## config.mk

```make
export PLATFORM = sky130hd
export DESIGN_NAME = pfd_tdc_flat
export DESIGN_NICKNAME = d
export VERILOG_FILES = /design/src/rtl/pfd_tdc_if.sv /design/src/rtl/pfd_tdc.sv /design/src/flat_wrapper.sv
export SDC_FILE = /design/constraint.sdc
export NUM_CORES = 1
export LEC_CHECK = 0
export BUFFER_PORTS_ARGS = -buffer_cell sky130_fd_sc_hd__buf_4
export CORE_AREA = 2 2 60 62
export CTS_CLUSTER_DIAMETER = 50
export DETAILED_ROUTE_END_ITERATION = 16
export DIE_AREA = 0 0 62 64
export PLACE_DENSITY = 0.76
export REMOVE_ABC_BUFFERS = 1
export SLEW_MARGIN = 20
export SYNTH_ARGS = -nofsm -noshare
export SYNTH_HDL_FRONTEND = slang
export SYNTH_SLANG_ARGS = --single-unit
```

## constraint.sdc

```tcl
create_clock -name clk -period 3.77 [get_ports clk]
set_clock_uncertainty 0.15 [all_clocks]
set_input_delay 0.754 -clock clk [delete_from_list [all_inputs] [get_ports clk]]
set_output_delay 0.754 -clock clk [all_outputs]
set_load 0.005 [all_outputs]
```

## src/rtl/pfd_tdc_if.sv

```systemverilog
// Pin bundle between the ADPLL loop and the clocked PFD/TDC.
// The loop side drives the clocks and enable, the detector returns its results.
interface pfd_tdc_if #(
  parameter int CNT_W = 8
);
  logic                    enable;
  logic                    ref_in;
  logic                    fb_in;
  logic                    flagu;
  logic                    flagd;
  logic signed [CNT_W-1:0] err;
  logic                    err_valid;
  logic                    slip;
  logic                    lock;

  modport master (
    output enable,
    output ref_in,
    output fb_in,
    input  flagu,
    input  flagd,
    input  err,
    input  err_valid,
    input  slip,
    input  lock
  );

  modport slave (
    input  enable,
    input  ref_in,
    input  fb_in,
    output flagu,
    output flagd,
    output err,
    output err_valid,
    output slip,
    output lock
  );
endinterface

```

## src/rtl/pfd_tdc.sv

```systemverilog
// Clocked phase/frequency detector with counter TDC and lock detector.
// Measures signed ref-to-fb rising-edge distance in clk cycles.
module pfd_tdc #(
  parameter int CNT_W       = 8,
  parameter int SYNC_STAGES = 2,
  parameter int LOCK_TOL    = 2,
  parameter int LOCK_CNT    = 16
) (
  input logic       clk,
  input logic       rst_n,
  pfd_tdc_if.slave  bus
);
  localparam int MW = CNT_W - 1;
  localparam int LW = $clog2(LOCK_CNT + 1);

  // all-ones magnitude is the symmetric saturation value
  localparam logic [MW-1:0] SAT = '1;
  localparam logic [MW-1:0] ONE = MW'(1);
  localparam logic [LW-1:0] LMAX = LW'(LOCK_CNT);

  localparam logic [1:0] IDLE = 2'd0;
  localparam logic [1:0] UP   = 2'd1;
  localparam logic [1:0] DN   = 2'd2;

  logic [SYNC_STAGES-1:0] r_sync;
  logic [SYNC_STAGES-1:0] f_sync;
  logic                   r_last;
  logic                   f_last;
  logic                   r_rise;
  logic                   f_rise;

  logic [1:0]    state;
  logic [1:0]    nxt;
  logic [MW-1:0] cnt;
  logic [MW-1:0] cnt_nxt;
  logic [MW-1:0] cnt_inc;
  logic [MW-1:0] mag;
  logic          emit;
  logic          neg;
  logic          slip_nxt;
  logic          lead_e;
  logic          lag_e;

  logic [CNT_W-1:0] mag_ext;
  logic [CNT_W-1:0] err_word;
  logic             good;
  logic [LW-1:0]    lcnt;
  logic [LW-1:0]    lcnt_inc;

  logic             flagu_q;
  logic             flagd_q;
  logic [CNT_W-1:0] err_q;
  logic             valid_q;
  logic             slip_q;
  logic             lock_q;

  always_ff @(posedge clk or negedge rst_n) begin
    if (!rst_n) begin
      r_sync <= '0;
      f_sync <= '0;
      r_last <= 1'b0;
      f_last <= 1'b0;
    end else begin
      r_sync <= {r_sync[SYNC_STAGES-2:0], bus.ref_in};
      f_sync <= {f_sync[SYNC_STAGES-2:0], bus.fb_in};
      r_last <= r_sync[SYNC_STAGES-1];
      f_last <= f_sync[SYNC_STAGES-1];
    end
  end

  assign r_rise = r_sync[SYNC_STAGES-1] & ~r_last;
  assign f_rise = f_sync[SYNC_STAGES-1] & ~f_last;

  // in DN the feedback edge leads and the reference edge closes
  assign lead_e  = (state == DN) ? f_rise : r_rise;
  assign lag_e   = (state == DN) ? r_rise : f_rise;
  assign cnt_inc = (cnt == SAT) ? SAT : cnt + ONE;

  always_comb begin
    nxt      = state;
    cnt_nxt  = cnt;
    emit     = 1'b0;
    neg      = 1'b0;
    mag      = '0;
    slip_nxt = 1'b0;
    unique case (1'b1)
      (state == UP),
      (state == DN): begin
        neg = (state == DN);
        if (lag_e) begin
          emit = 1'b1;
          mag  = cnt;
          if (lead_e) begin
            cnt_nxt = ONE;
          end else begin
            nxt     = IDLE;
            cnt_nxt = '0;
          end
        end else if (lead_e) begin
          emit     = 1'b1;
          mag      = SAT;
          slip_nxt = 1'b1;
          cnt_nxt  = ONE;
        end else begin
          cnt_nxt = cnt_inc;
        end
      end
      default: begin
        cnt_nxt = '0;
        nxt     = IDLE;
        if (r_rise & f_rise) begin
          emit = 1'b1;
        end else if (r_rise) begin
          nxt     = UP;
          cnt_nxt = ONE;
        end else if (f_rise) begin
          nxt     = DN;
          cnt_nxt = ONE;
        end
      end
    endcase
  end

  assign mag_ext  = {1'b0, mag};
  assign err_word = neg ? (~mag_ext + 1'b1) : mag_ext;
  assign good     = emit & ~slip_nxt & (int'(mag) <= LOCK_TOL);
  assign lcnt_inc = (lcnt == LMAX) ? LMAX : lcnt + 1'b1;

  always_ff @(posedge clk or negedge rst_n) begin
    if (!rst_n) begin
      state   <= IDLE;
      cnt     <= '0;
      flagu_q <= 1'b0;
      flagd_q <= 1'b0;
      err_q   <= '0;
      valid_q <= 1'b0;
      slip_q  <= 1'b0;
      lcnt    <= '0;
      lock_q  <= 1'b0;
    end else if (!bus.enable) begin
      state   <= IDLE;
      cnt     <= '0;
      flagu_q <= 1'b0;
      flagd_q <= 1'b0;
      valid_q <= 1'b0;
      slip_q  <= 1'b0;
      lcnt    <= '0;
      lock_q  <= 1'b0;
    end else begin
      state   <= nxt;
      cnt     <= cnt_nxt;
      flagu_q <= (nxt == UP);
      flagd_q <= (nxt == DN);
      valid_q <= emit;
      slip_q  <= slip_nxt;
      if (emit) begin
        err_q <= err_word;
        if (good) begin
          lcnt   <= lcnt_inc;
          lock_q <= (lcnt_inc == LMAX);
        end else begin
          lcnt   <= '0;
          lock_q <= 1'b0;
        end
      end
    end
  end

  assign bus.flagu     = flagu_q;
  assign bus.flagd     = flagd_q;
  assign bus.err       = $signed(err_q);
  assign bus.err_valid = valid_q;
  assign bus.slip      = slip_q;
  assign bus.lock      = lock_q;
endmodule

```

## src/flat_wrapper.sv

```systemverilog
// flat-port wrapper written by rule: the top's interface ports become plain ports
module pfd_tdc_flat 
#(
  parameter int CNT_W       = 8,
  parameter int SYNC_STAGES = 2,
  parameter int LOCK_TOL    = 2,
  parameter int LOCK_CNT    = 16
)
  (clk, rst_n, bus_enable, bus_ref_in, bus_fb_in, bus_flagu, bus_flagd, bus_err, bus_err_valid, bus_slip, bus_lock);
  pfd_tdc_if #(.CNT_W(CNT_W)) bus_i ();
  input logic clk;
  input logic rst_n;
  input wire logic [$bits(bus_i.enable)-1:0] bus_enable;
  input wire logic [$bits(bus_i.ref_in)-1:0] bus_ref_in;
  input wire logic [$bits(bus_i.fb_in)-1:0] bus_fb_in;
  output wire logic [$bits(bus_i.flagu)-1:0] bus_flagu;
  output wire logic [$bits(bus_i.flagd)-1:0] bus_flagd;
  output wire logic [$bits(bus_i.err)-1:0] bus_err;
  output wire logic [$bits(bus_i.err_valid)-1:0] bus_err_valid;
  output wire logic [$bits(bus_i.slip)-1:0] bus_slip;
  output wire logic [$bits(bus_i.lock)-1:0] bus_lock;
  assign bus_i.enable = bus_enable;
  assign bus_i.ref_in = bus_ref_in;
  assign bus_i.fb_in = bus_fb_in;
  assign bus_flagu = bus_i.flagu;
  assign bus_flagd = bus_i.flagd;
  assign bus_err = bus_i.err;
  assign bus_err_valid = bus_i.err_valid;
  assign bus_slip = bus_i.slip;
  assign bus_lock = bus_i.lock;
  pfd_tdc #(.CNT_W(CNT_W), .SYNC_STAGES(SYNC_STAGES), .LOCK_TOL(LOCK_TOL), .LOCK_CNT(LOCK_CNT)) u_core (.clk(clk), .rst_n(rst_n), .bus(bus_i));
endmodule
```

==> reports/metrics.yaml <==
clkTransAtPathRegs_ns: 0.11
post_synth_inst_count: 198
ir_worst_vdd_v: 0.000255
post-cts-setup-buffer-count: 0
cts.sinks: 33
netlist_area_mm2: 0.00186
powerDensity_mw_per_mm2: 375
arrival_ns: 3.26
area_delta_synth_final_pct: 12.0
postCtsHoldBufs: 0
die_w_um: 62
track_usage_pct: 20.9
synth_cell_types: 45
ys_warn_count: 0
yosysMostFrequentCell: "dfrtp_1"
cts-resized-gates: 0
dp_hpwl_um: 2630
highest-signal-layer: "met4"
grt_pass1_vias: 1395
synth-edff-count: 0
overflow: 0
initial_core_util_pct: 56.5
fin_crit_ns: 3.18
final_nets: 227
core_area_mm2: 0.00328
antenna_found_initial: 0
slew_viol_final: 0
ant_nets: 0
slew_headroom_pct: 47.3
synth_area_per_cell_um2: 9.37
tightestPinTransition_ns: 0.784
report.final.hold_viol_count: 0
io_pins: 18
critPathMaxFanout: 8
run_status: "completed"
synth_top_area_share_pct: 44.5
combPwrFrac_pct: 15.5
cts_max_level: 2
synthTopCellsByArea: "dfrtp_1, ha_1, a21oi_1"
clkLatencyLatePin_ns: 0.34
numCtsBuffers: 5
vias_per_cell: 5.94
synth-seq-area-share_pct: 44.5
critPathKind: "reg -> reg"
cp.required_ns: 3.85
grt_pass1_wl_um: 6200
sw_frac_of_total_pct: 26.7
grt_max_degree: 34
final_util_pct: 63.3
wl_met3_um: 264
diodes: 0
vias: 1539
fp.dieArea_mm2: 0.00397
gp_congestion: 0.866
async_reset_ff_share_pct: 100
cts_root_buffer: "clkbuf_4"
seqPwrFrac_pct: 50.4
tns_ns: 0
drt_iter0_markers: 92
routed_wirelength_um: 3710
yosys_register_bits: 33
crit_path_start_kind: "flop"
fmax_mhz: 314
wl_met2_um: 1760
cts_tree: "done"
clockBufferDepth: 2
synth_ff_type: "dfrtp_1"
power_mw: 0.779
power_switching_mw: 0.208
first_pass_iters: 4
rsz0062_at_grt: "false"
finalCritPeriodShare_pct: 84.4
clkPwrFrac_pct: 34.0
cp-end-kind: "flop"
synth_top_cells_by_count: "dfrtp_1, a21oi_1, nor2_1"
setup_viol: 0
wl_per_cell_um: 14.3
synth_top_cell_by_area: "dfrtp_1"
rows: 21
drv_cap: 0
drt-met1-wl_um: 1630
portBuffers: 17
layout-drive-gt1-share_pct: 14.1
hold_path.class: "in -> async"
p_int_mw: 0.571
drc: 0
dieHeight_um: 64
leakage_nw: 0.886
-- registers in the layout, indices dropped and copies added (netlist names) --
name	cells
u_core.bus.err	8
u_core.cnt	7
u_core.lcnt	5
u_core.f_sync	2
u_core.r_sync	2
u_core.state	2
u_core.bus.err_valid	1
u_core.bus.flagd	1
u_core.bus.flagu	1
u_core.bus.lock	1
u_core.bus.slip	1
u_core.f_last	1
u_core.r_last	1
-- per-layer routing --
| metal | up-vias | track usage [%] |
|---|---|---|
| li1 | 747 | - |
| met4 | 0 | 8.51 |
| met5 | - | 0 |
| met3 | 6 | 5.87 |
| met1 | 721 | 27.8 |
| met2 | 65 | 31.6 |
-- layout by cell type (no fill, tap or decap), types with 2 or more instances in the layout --
cell / netlist / final
dfrtp_1: 33 / 33
a21oi_1: 17 / 17
nor2_1: 17 / 17
buf_4: 0 / 17
nand2_1: 15 / 15
inv_1: 11 / 11
o21ai_0: 10 / 10
ha_1: 10 / 10
nor3_1: 6 / 6
nand3_1: 5 / 5
clkbuf_4: 0 / 5
nor2b_1: 4 / 4
xnor2_1: 4 / 4
nand4_1: 3 / 3
xor2_1: 3 / 3
or4_1: 3 / 3
nand2b_1: 3 / 3
nor3b_1: 3 / 3
a31oi_1: 3 / 3
o21a_1: 3 / 3
o31ai_1: 3 / 3
or3_1: 3 / 3
nand3b_1: 2 / 2
a22oi_1: 2 / 2
and3_1: 2 / 2
nand4b_1: 2 / 2
a21o_1: 2 / 2
a221oi_1: 2 / 2
a211oi_1: 2 / 2
-- power groups by stage --
stage               clock network [mW]  registers [mW]  logic [mW]
global route                     0.289           0.396       0.138
floorplan                            0           0.398      0.0677
global placement                     0           0.398       0.119
detailed placement                   0           0.400       0.121
finish                           0.265           0.393       0.121
CTS                              0.274           0.393       0.122
-- worst paths after layout --
check,start,endpoint,slack (ns),cells past startpoint
worst max-delay path,u_core.state[1]$_DFF_PN0_,u_core.lcnt[4]$_DFFE_PN0P_,0.59,9
worst min register to register,u_core.r_sync[0]$_DFF_PN0_,u_core.r_sync[1]$_DFF_PN0_,0.21,0
max in group asynchronous,rst_n,u_core.lcnt[0]$_DFFE_PN0P_,2.99,1
min in group clk,u_core.r_sync[0]$_DFF_PN0_,u_core.r_sync[1]$_DFF_PN0_,0.21,0
worst min-delay path,rst_n,u_core.cnt[5]$_DFF_PN0_,0.19,1
worst max register to register,u_core.state[1]$_DFF_PN0_,u_core.lcnt[4]$_DFFE_PN0P_,0.59,9
-- worst max-delay path: stages (launching register included) --
cell      delay (ns)
dfrtp_1         0.42
ha_1            0.24
or3b_1          0.51
and2_1          0.29
o21ai_0         0.30
inv_1           0.09
ha_1            0.19
nor3_1          0.54
a211oi_1        0.11
a31o_2          0.24
-- area by class of cell --
class                      count  area (µm²)
fill                         267        1210
clock buffer                   5        37.5
timing repair buffer          17         128
clock inverter                 3        46.3
multi-input combinational    144         942
inverter                      11        41.3
sequential                    33         826
tap                           46        57.6
-- stage by stage --
step           std cells  cell area (µm²)  setup slack [ns]  hold WS [ns]
5_1_grt              259             2080             0.346         0.199
3_5_place_dp         251             1990             0.627         0.187
3_3_place_gp         251             1990             0.775         0.184
2_1_floorplan        188             1810             0.966         0.181
6_report             259             2080             0.587         0.188
4_1_cts              259             2080             0.570         0.176
-- logic make-up after synthesis --
kind of cell	synth area share (%)
and+or+nand+nor	20.4
AOI/OAI and AO/OA	20.3
DFF	44.5
buffers and inverters	4.72
adders and majority gates	6.74
xor gates and xnor gates	3.30
Power figures use the tool's default switching activity.
